`src/rtl/ofm_tile_addr_gen_if.sv`:
```
// Address handshake between the tile address generator and the operand loader.
// The generator presents ofm_addr/read_en; the loader answers with addr_ready.
interface ofm_tile_addr_gen_if #(
  parameter int ADDR_W = 22
);
  logic [ADDR_W-1:0] ofm_addr;
  logic              read_en;
  logic              addr_ready;

  modport master (output ofm_addr, output read_en, input addr_ready);
  modport slave  (input ofm_addr, input read_en, output addr_ready);
endinterface

```
`src/rtl/ofm_tile_addr_gen.sv`:
```
// OFM/IFM read-address generator: one K x K x C window burst per load,
// walking output rows of each column tile, then the next column tile.
//
// state | meaning
// IDLE  | waiting for load
// ISSUE | presenting window addresses, one per handshake
// DONE  | burst finished, advance row/column tile pointers
module ofm_tile_addr_gen #(
  parameter int SYSTOLIC_SIZE = 16,
  parameter int RAM_SIZE      = 2378675,
  parameter int ADDR_W        = $clog2(RAM_SIZE),
  parameter int CH_W          = 11
) (
  input  logic                           clk,
  input  logic                           rst,
  input  logic                           start,
  input  logic [ADDR_W-1:0]              start_read_addr,
  input  logic                           load,
  input  logic [8:0]                     ifm_size,
  input  logic [CH_W-1:0]                ifm_channel,
  input  logic [1:0]                     kernel_size,
  input  logic                           stride,
  input  logic [8:0]                     ofm_size,
  ofm_tile_addr_gen_if.master            rd,
  output logic [$clog2(SYSTOLIC_SIZE):0] read_ofm_size,
  output logic                           busy,
  output logic                           tile_done,
  output logic                           layer_done
);

  localparam int RO_W = $clog2(SYSTOLIC_SIZE) + 1;
  localparam logic [9:0] TILE_W = 10'(SYSTOLIC_SIZE);

  typedef enum logic [1:0] {IDLE, ISSUE, DONE} state_t;

  state_t state_q, state_d;

  logic [8:0]        s_q, o_q;
  logic [CH_W-1:0]   c_q;
  logic [1:0]        k_q;
  logic              stride_q;
  logic [17:0]       plane_q;
  logic [ADDR_W-1:0] base_q;

  logic [8:0]        row_q;
  logic [9:0]        col_q;
  logic [ADDR_W-1:0] win_base_q;

  logic [1:0]        kx_q, ky_q;
  logic [CH_W-1:0]   ch_q;
  logic [ADDR_W-1:0] addr_q, line_q, chan_q;

  logic              read_en;
  logic              hs, last_kx, last_ky, last_ch, last_beat;
  logic              last_row, last_tile;
  logic [ADDR_W-1:0] s_step, plane_step, row_step, col_off;
  logic [9:0]        col_next, cols_left;

  assign s_step     = ADDR_W'(s_q);
  assign plane_step = ADDR_W'(plane_q);
  assign row_step   = stride_q ? ADDR_W'({s_q, 1'b0}) : s_step;
  assign col_next   = col_q + TILE_W;
  assign col_off    = stride_q ? ADDR_W'({col_next, 1'b0}) : ADDR_W'(col_next);
  assign cols_left  = {1'b0, o_q} - col_q;

  assign last_kx   = (kx_q == k_q - 2'd1);
  assign last_ky   = (ky_q == k_q - 2'd1);
  assign last_ch   = (ch_q == c_q - CH_W'(1));
  assign last_beat = last_kx && last_ky && last_ch;
  assign hs        = (state_q == ISSUE) && rd.addr_ready;

  assign last_row  = (row_q == o_q - 9'd1);
  // Final tile of the layer: last output row and no further column tile.
  assign last_tile = last_row && (col_next >= {1'b0, o_q});

  assign rd.ofm_addr = addr_q;
  assign rd.read_en  = read_en;

  // State register.
  always_ff @(posedge clk) begin
    if (rst) state_q <= IDLE;
    else     state_q <= state_d;
  end

  // Next-state logic; start overrides everything, including a same-cycle load.
  always_comb begin
    state_d = state_q;
    case (state_q)
      IDLE:    if (load) state_d = ISSUE;
      ISSUE:   if (hs && last_beat) state_d = DONE;
      DONE:    state_d = IDLE;
      default: state_d = IDLE;
    endcase
    if (start) state_d = IDLE;
  end

  // State-decoded outputs.
  always_comb begin
    read_en    = 1'b0;
    busy       = 1'b0;
    tile_done  = 1'b0;
    layer_done = 1'b0;
    case (state_q)
      ISSUE: begin
        read_en = 1'b1;
        busy    = 1'b1;
      end
      DONE: begin
        busy       = 1'b1;
        tile_done  = 1'b1;
        layer_done = last_tile;
      end
      default: ;
    endcase
  end

  // Layer configuration, captured on start.
  always_ff @(posedge clk) begin
    if (rst) begin
      s_q      <= '0;
      o_q      <= '0;
      c_q      <= '0;
      k_q      <= '0;
      stride_q <= 1'b0;
      plane_q  <= '0;
      base_q   <= '0;
    end else if (start) begin
      s_q      <= ifm_size;
      o_q      <= ofm_size;
      c_q      <= ifm_channel;
      k_q      <= kernel_size;
      stride_q <= stride;
      plane_q  <= {9'd0, ifm_size} * {9'd0, ifm_size};
      base_q   <= start_read_addr;
    end
  end

  // Row/column tile walk across the layer; advances once per finished burst.
  always_ff @(posedge clk) begin
    if (rst) begin
      row_q      <= '0;
      col_q      <= '0;
      win_base_q <= '0;
    end else if (start) begin
      row_q      <= '0;
      col_q      <= '0;
      win_base_q <= start_read_addr;
    end else if (state_q == DONE) begin
      if (last_tile) begin
        row_q      <= '0;
        col_q      <= '0;
        win_base_q <= base_q;
      end else if (!last_row) begin
        row_q      <= row_q + 9'd1;
        win_base_q <= win_base_q + row_step;
      end else begin
        row_q      <= '0;
        col_q      <= col_next;
        win_base_q <= base_q + col_off;
      end
    end
  end

  // Window address walk: kx innermost, then ky (line pointer), then channel.
  always_ff @(posedge clk) begin
    if (rst) begin
      addr_q        <= '0;
      line_q        <= '0;
      chan_q        <= '0;
      kx_q          <= '0;
      ky_q          <= '0;
      ch_q          <= '0;
      read_ofm_size <= '0;
    end else if (!start) begin
      if (state_q == IDLE && load) begin
        addr_q        <= win_base_q;
        line_q        <= win_base_q;
        chan_q        <= win_base_q;
        kx_q          <= '0;
        ky_q          <= '0;
        ch_q          <= '0;
        read_ofm_size <= (cols_left >= TILE_W) ? RO_W'(SYSTOLIC_SIZE) : cols_left[RO_W-1:0];
      end else if (hs) begin
        if (!last_kx) begin
          kx_q   <= kx_q + 2'd1;
          addr_q <= addr_q + ADDR_W'(1);
        end else if (!last_ky) begin
          kx_q   <= '0;
          ky_q   <= ky_q + 2'd1;
          line_q <= line_q + s_step;
          addr_q <= line_q + s_step;
        end else if (!last_ch) begin
          kx_q   <= '0;
          ky_q   <= '0;
          ch_q   <= ch_q + CH_W'(1);
          chan_q <= chan_q + plane_step;
          line_q <= chan_q + plane_step;
          addr_q <= chan_q + plane_step;
        end
      end
    end
  end

endmodule

```
`src/flat_wrapper.sv`:
```
// flat-port wrapper written by rule: the top's interface ports become plain ports
module ofm_tile_addr_gen_flat 
#(
  parameter int SYSTOLIC_SIZE = 16,
  parameter int RAM_SIZE      = 2378675,
  parameter int ADDR_W        = $clog2(RAM_SIZE),
  parameter int CH_W          = 11
)
  (clk, rst, start, start_read_addr, load, ifm_size, ifm_channel, kernel_size, stride, ofm_size, read_ofm_size, busy, tile_done, layer_done, rd_ofm_addr, rd_read_en, rd_addr_ready);
  ofm_tile_addr_gen_if #(.ADDR_W(ADDR_W)) rd_i ();
  input  logic clk;
  input  logic rst;
  input  logic start;
  input  logic [ADDR_W-1:0] start_read_addr;
  input  logic load;
  input  logic [8:0] ifm_size;
  input  logic [CH_W-1:0] ifm_channel;
  input  logic [1:0] kernel_size;
  input  logic stride;
  input  logic [8:0] ofm_size;
  output logic [$clog2(SYSTOLIC_SIZE):0] read_ofm_size;
  output logic busy;
  output logic tile_done;
  output logic layer_done;
  output wire logic [$bits(rd_i.ofm_addr)-1:0] rd_ofm_addr;
  output wire logic [$bits(rd_i.read_en)-1:0] rd_read_en;
  input wire logic [$bits(rd_i.addr_ready)-1:0] rd_addr_ready;
  assign rd_ofm_addr = rd_i.ofm_addr;
  assign rd_read_en = rd_i.read_en;
  assign rd_i.addr_ready = rd_addr_ready;
  ofm_tile_addr_gen #(.SYSTOLIC_SIZE(SYSTOLIC_SIZE), .RAM_SIZE(RAM_SIZE), .ADDR_W(ADDR_W), .CH_W(CH_W)) u_core (.clk(clk), .rst(rst), .start(start), .start_read_addr(start_read_addr), .load(load), .ifm_size(ifm_size), .ifm_channel(ifm_channel), .kernel_size(kernel_size), .stride(stride), .ofm_size(ofm_size), .rd(rd_i), .read_ofm_size(read_ofm_size), .busy(busy), .tile_done(tile_done), .layer_done(layer_done));
endmodule
```
`config.mk`:
```
export PLATFORM = sky130hd
export DESIGN_NAME = ofm_tile_addr_gen_flat
export DESIGN_NICKNAME = d
export VERILOG_FILES = /design/src/rtl/ofm_tile_addr_gen_if.sv /design/src/rtl/ofm_tile_addr_gen.sv /design/src/flat_wrapper.sv
export SDC_FILE = /design/constraint.sdc
export NUM_CORES = 1
export LEC_CHECK = 0
export CORE_MARGIN = 1.5
export CORE_UTILIZATION = 53
export CTS_BUF_LIST = sky130_fd_sc_hd__clkbuf_8
export CTS_CLUSTER_DIAMETER = 30
export DETAILED_ROUTE_END_ITERATION = 7
export PLACE_DENSITY = 0.72
export SLEW_MARGIN = 10
export SYNTH_ARGS = -nofsm -noshare
export SYNTH_HDL_FRONTEND = slang
export SYNTH_SLANG_ARGS = --single-unit
```
`constraint.sdc`:
```
create_clock -name clk -period 10.1 [get_ports clk]
set_clock_uncertainty 0.05 [all_clocks]
set_input_delay 2.525 -clock clk [delete_from_list [all_inputs] [get_ports clk]]
set_output_delay 2.525 -clock clk [all_outputs]
set_load 0.02 [all_outputs]
```
==> results.toml, run 1 <==
[outcome]
status = "completed"

[synthesis]
netlist_area_um2 = 14900
synth_common_cells = "nor2_1 (227), dfxtp_1 (195), nand2_1 (185), a21oi_1 (126), inv_1 (105)"
yosysTopAreaCellShare_pct = 26.3
async_flop_share_pct = 0
synth_ff_type = "dfxtp_1"
synth_cell_types = 80
synth_top_cell_by_area = "dfxtp_1"
netlist_top_cells_area = "dfxtp_1 (26%), ha_1 (8.8%), nor2_1 (5.7%), mux2i_1 (5.1%), fa_1 (4.7%)"
synthCells = 1881
synth.avg_cell_area_um2 = 7.90
yosysSeqAreaShare_pct = 26.3
ys_warn_count = 0
yosysMostFrequentCell = "nor2_1"
synth_edf_count = 0
synth-seq-cells = 195

[timing]
worst_slack_ps = 2650
setup_violations = 0
tightest_slew_ps = 1270
timing.fmax_ghz = 0.134
slew_viol_final = 0
fin_crit_sh_pct = 73.8
tns_ps = 0
relSlewSlack_pct = 15.3
rsz0062_at_grt = "false"
period_minus_slack_ps = 7450
final-hold-violation-count = 0

[clocking]
post_cts_resized = 0
post_cts.repair.setup_buffers = 0
clkLatencyLatePin_ps = 490
clock-root-buffer = "clkbuf_8"
cts_buffers = 17
path_clk_slew_ps = 100
cts_max_level = 4
clk_path_buf_depth = 2
cts_tree = "built"
cts-hold-fix-buffers = 0
cts_sinks = 195

[min_path]
hold_path.class = "flip-flop to flip-flop"
hp-start = "u_core.chan_q[5]"

[routing]
drt_first_pass_iters = 5
finalWirelength_mm = 41.1
wl_per_cell_um = 17.8
drtIter0Drc = 1188
via_per_inst = 5.99
routed-via-count = 13840
drcViolationCount = 0
ant_nets = 0

[setup_path]
cp_slowest_cell = "clkdlybuf4s50_1"
max_stage_delay_ps = 800
critical_path_arrival_ps = 7780
end_kind = "flip-flop"
timing.rr.start = "u_core.stride_q"
cp-startpoint = "ifm_size[6]"
crit_path_start_kind = "primary input"
cp_max_fo = 15
crit_required_ps = 10430
path_cells = "clkdlybuf4s50_1 -> and2_1 -> inv_1 -> fa_1 -> inv_1 -> fa_1 -> inv_1 -> fa_1 -> fa_1 -> inv_1 -> ha_1 -> o21a_1 -> o21ai_0 -> a21oi_1 -> a41o_1 -> o41a_1 -> xor2_1 -> a22o_1"
crit_type = "primary input to flip-flop"

[global_routing]
overflow = 0
grt_first_pass_wirelength_mm = 65.7
antenna_found_initial = 0
grt_max_degree = 75
grt_usage_pct = 28.4
grt_pass1_vias = 12909

[finish]
stdcell_count = 2309
final_core_util_pct = 59.0
drive_gt1_share_pct = 4.04
fin_area_um2 = 16300
layout.nets = 2116
syn2layout_area_growth_pct = 9.99

[floorplanning]
die_h_um = 170
core_area_um2 = 27700
fp.dieW_um = 170
die_area_um2 = 29100
initial_utilization_pct = 53.6
row_count = 61
pin_count = 90

[placement]
io_buffers = 89
hpwl_mm = 30.4
dp.cells = 2277
gp_congestion = 0.940
dpl_worst_slack_ps = 2140
dpl-instance-area_um2 = 16000

[run]
drv_cap = 0

[pwr]
power_leakage_uw = 0.00666
ir_worst_vdd_uv = 74.0
power.density_nw_per_um2 = 135
[path summary, 6_finish.rpt]
kind                                 to  slack (ps)  cells after the start
setup / recovery     u_core.plane_q[16]        2650                     18
hold / removal         u_core.chan_q[5]         410                      2
setup reg to reg  u_core.win_base_q[14]        5810                     11
hold reg to reg        u_core.chan_q[5]         410                      2
[worst max-delay path, delay by kind of cell]
| kind | cells | cell delay (ps) |
|---|---|---|
| buf+inv | 5 | 1040 |
| compound gates | 6 | 1390 |
| xor+xnor | 1 | 140 |
| simple gates | 1 | 250 |
| fa+ha+maj | 5 | 2430 |
[power by group]
group / switching (µW) / total [µW] / internal (µW) / leakage [µW]
combinational: 480 / 838 / 357 / 0.00488
clock: 308 / 489 / 181 / 0.000186
sequential: 64.7 / 887 / 822 / 0.00160
total: 853 / 2210 / 1360 / 0.00666
[sequential cells by signal (all words and copies together), names as in the netlist]
register / cells
u_core.base_q: 22
u_core.c_q: 11
u_core.ch_q: 11
u_core.chan_q: 22
u_core.col_q: 6
u_core.k_q: 2
u_core.kx_q: 2
u_core.ky_q: 2
u_core.line_q: 22
u_core.o_q: 9
u_core.plane_q: 17
u_core.rd.ofm_addr: 22
u_core.read_ofm_size: 5
u_core.row_q: 9
u_core.s_q: 8
u_core.state_q: 2
u_core.stride_q: 1
u_core.win_base_q: 22
[cell usage in the layout (no fill, tap or decap), types with 13 or more instances in the layout]
| master | count |
|---|---|
| a211oi_1 | 26 |
| a21o_1 | 17 |
| a21oi_1 | 126 |
| a311oi_1 | 13 |
| a31oi_1 | 24 |
| and2_1 | 28 |
| and3_1 | 20 |
| buf_4 | 17 |
| clkbuf_8 | 18 |
| clkdlybuf4s50_1 | 87 |
| dfxtp_1 | 195 |
| fa_1 | 35 |
| ha_1 | 104 |
| inv_1 | 107 |
| mux2_2 | 16 |
| mux2i_1 | 76 |
| nand2_1 | 185 |
| nand2b_1 | 18 |
| nand3_1 | 59 |
| nand4_1 | 22 |
| nor2_1 | 226 |
| nor3_1 | 50 |
| o211ai_1 | 29 |
| o21ai_0 | 90 |
| or3_1 | 15 |
| xnor2_1 | 80 |
| xor2_1 | 59 |
[logic make-up after synthesis]
kind of cell / count (synthesis) / share of synthesized area (%)
adder cells (fa/ha/maj): 139 / 13.5
AO/OA/AOI/OAI: 446 / 19.6
other: 2 / 0.0505
XOR/XNOR: 139 / 8.19
flip-flops: 195 / 26.3
buffers and inverters: 195 / 5.16
multiplexers: 92 / 6.33
AND/OR/NAND/NOR: 673 / 20.9
[metal layers]
layer / vias up / part of all wire, % / GRT usage [%]
li1: 6739 / - / -
met1: 6589 / 46 / 38.7
met2: 451 / 45 / 46.3
met3: 61 / 6.8 / 4.70
met4: 0 / 1.8 / 7.77
met5: - / 0 / 0
[area by class of cell]
class	count	area (µm²)
Multi-Input combinational cell	1492	10200
Inverter	108	405
Sequential cell	195	3900
Tap cell	378	473
Antenna cell	1	2.50
Timing Repair Buffer	104	998
Fill cell	2529	11400
Clock inverter	13	101
Clock buffer	18	248
[metrics by stage]
step                      hold slack [ps]  power (µW)
after floorplan                       386        1510
after global placement                394        1700
after detailed placement              397        1730
after global routing                  438        2350
final                                 413        2210
after CTS                             413        2210
Note: power is estimated with default switching activity, not from simulation.
==> run 2: changes to the inputs <==
--- a/config.mk
+++ b/config.mk
@@ -10,7 +10,7 @@
 export CTS_BUF_LIST = sky130_fd_sc_hd__clkbuf_8
 export CTS_CLUSTER_DIAMETER = 30
 export DETAILED_ROUTE_END_ITERATION = 7
-export PLACE_DENSITY = 0.72
+export PLACE_DENSITY = 0.75
 export SLEW_MARGIN = 10
 export SYNTH_ARGS = -nofsm -noshare
 export SYNTH_HDL_FRONTEND = slang
==> constraint.sdc (replaced) <==
create_clock -name clk -period 6.7 [get_ports clk]
set_clock_uncertainty 0.05 [all_clocks]
set_input_delay 1.675 -clock clk [delete_from_list [all_inputs] [get_ports clk]]
set_output_delay 1.675 -clock clk [all_outputs]
set_load 0.02 [all_outputs]
==> run 2 against run 1 <==
Clock power increased by 78%. Hold slack worse by 1.6 ps. Wire length grew 2.5%. Cell area up 1.1%. Register-to-register slack worse by 3400 ps. Core utilization grew 0.63 points. Count of clock-buffer cells in the layout fell by 1. Critical path type unchanged.
==> results.toml, run 2 (same netlist as run 1, synthesis figures left out) <==
[routing]
routed-via-count = 13993
wl_per_cell_um = 18.1
drt-met1-wl_mm = 19.1
dr_wl_met2_mm = 19.2
drcViolationCount = 0
via_per_inst = 6.03
wl_met3_mm = 3.06
drt_first_pass_iters = 8
top_layer_used = "met4"
finalWirelength_mm = 42.1
drtIter0Drc = 1307
ant_nets = 0

[clocking]
post_cts_resized = 0
cts-hold-fix-buffers = 0
cts_max_level = 4
cts_tree = "built"
clock-root-buffer = "clkbuf_8"
cts_buffers = 17
post_cts.repair.setup_buffers = 0
clkLatencyLatePin_ps = 500
cts_sinks = 195
path_clk_slew_ps = 110
clk_path_buf_depth = 2

[timing]
worst_slack_ps = 536
tns_ps = 0
period_minus_slack_ps = 6160
relSlewSlack_pct = 23.4
tightest_slew_ps = 1140
setup_violations = 0
rsz0062_at_grt = "false"
slew_viol_final = 0
timing.fmax_ghz = 0.162
fin_crit_sh_pct = 92.0
final-hold-violation-count = 0

[placement]
hpwl_mm = 31.0
io_buffers = 89
gp_congestion = 0.904
dpl_worst_slack_ps = 30.3

[run]
drv_cap = 0

[pwr]
power.density_nw_per_um2 = 212
ir_worst_vdd_uv = 116
power_leakage_uw = 0.00675

[setup_path]
cp_max_fo = 9
r2r_slack_ps = 2420
path_buf_inv = 4
end_kind = "flip-flop"
cp_slowest_cell = "clkdlybuf4s50_1"
crit_required_ps = 7040
path_cells = "clkdlybuf4s50_1 -> nand2_1 -> fa_1 -> inv_1 -> fa_1 -> inv_1 -> fa_1 -> fa_1 -> inv_1 -> ha_1 -> o21ai_0 -> o21ai_0 -> o311a_1 -> a41oi_1 -> a21oi_1 -> a31oi_1 -> xor2_1 -> a22o_1"
cp_top_family = "adder cells"
crit_path_start_kind = "primary input"
crit_type = "primary input to flip-flop"
critical_path_arrival_ps = 6500
path_common_cell = "fa_1"
max_stage_delay_ps = 640

[floorplanning]
die_h_um = 170
row_count = 61
pin_count = 90
initial_utilization_pct = 53.6
die_area_um2 = 29100
fp.dieW_um = 170
core_area_um2 = 27700

[finish]
syn2layout_area_growth_pct = 11.2
layout.nets = 2127
layout_commonest_cell = "nor2_1"
insertedDiodeCount = 0
drive_gt1_share_pct = 4.79
final_cell_mix = "nor2_1 (226), dfxtp_1 (195), nand2_1 (185)"

[outcome]
status = "completed"

[global_routing]
grt_max_degree = 75
grt_first_pass_wirelength_mm = 68.0
overflow = 0
grt_pass1_vias = 13273
grt_usage_pct = 29.5
antenna_found_initial = 0

[min_path]
hold_path.class = "flip-flop to flip-flop"
[run 2: cell type report]
cell class,count,area [µm²]
clock buffers,17,234
repair buffers,115,1080
multi-input cells,1492,10200
well taps,378,473
flip-flops and latches,195,3900
inverters,108,405
fillers,2529,11200
clock inverters,15,205
[run 2: report_power, final]
| part | switching, µW | total, µW | internal (µW) |
|---|---|---|---|
| registers | 97.8 | 1340 | 1240 |
| clock network | 511 | 868 | 357 |
| logic | 747 | 1290 | 545 |
| total | 1360 | 3500 | 2140 |
[run 2: final timing paths]
| path | startpoint | to | cells past startpoint |
|---|---|---|---|
| max | ifm_size[2] | u_core.plane_q[17] | 18 |
| min | u_core.chan_q[5] | u_core.chan_q[5] | 2 |
| max reg2reg | u_core.stride_q | u_core.win_base_q[18] | 11 |
| min reg2reg | u_core.chan_q[5] | u_core.chan_q[5] | 2 |
[run 2: worst register-to-register path, stage by stage (launching register included)]
cell      delay, ps
dfxtp_1         780
clkinv_1        500
a21boi_0        450
fa_1            290
nor2b_1          70
o31ai_1         480
a221oi_1        220
o21ai_0         650
nand2b_1        220
xnor2_1          70
a222oi_1        250
a21oi_1         110
[run 2: metal layers]
metal	global-route usage, %	up-vias
met3	4.56	63
li1	-	6774
met5	0	-
met1	40.1	6639
met2	48.6	517
met4	7.81	0
[run 2: stage by stage]
stage                     hold WS (ps)  cell area [µm²]  instances  utilization [%]  power [µW]
after global placement             396            16100       2288             58.0        2590
after global routing               445            16500       2320             59.6        3700
after floorplan                    386            14900       1882                -        2270
after CTS                          420            16500       2320             59.6        3490
after detailed placement           402            16100       2288             58.0        2630
final                              411            16500       2320             59.6        3500
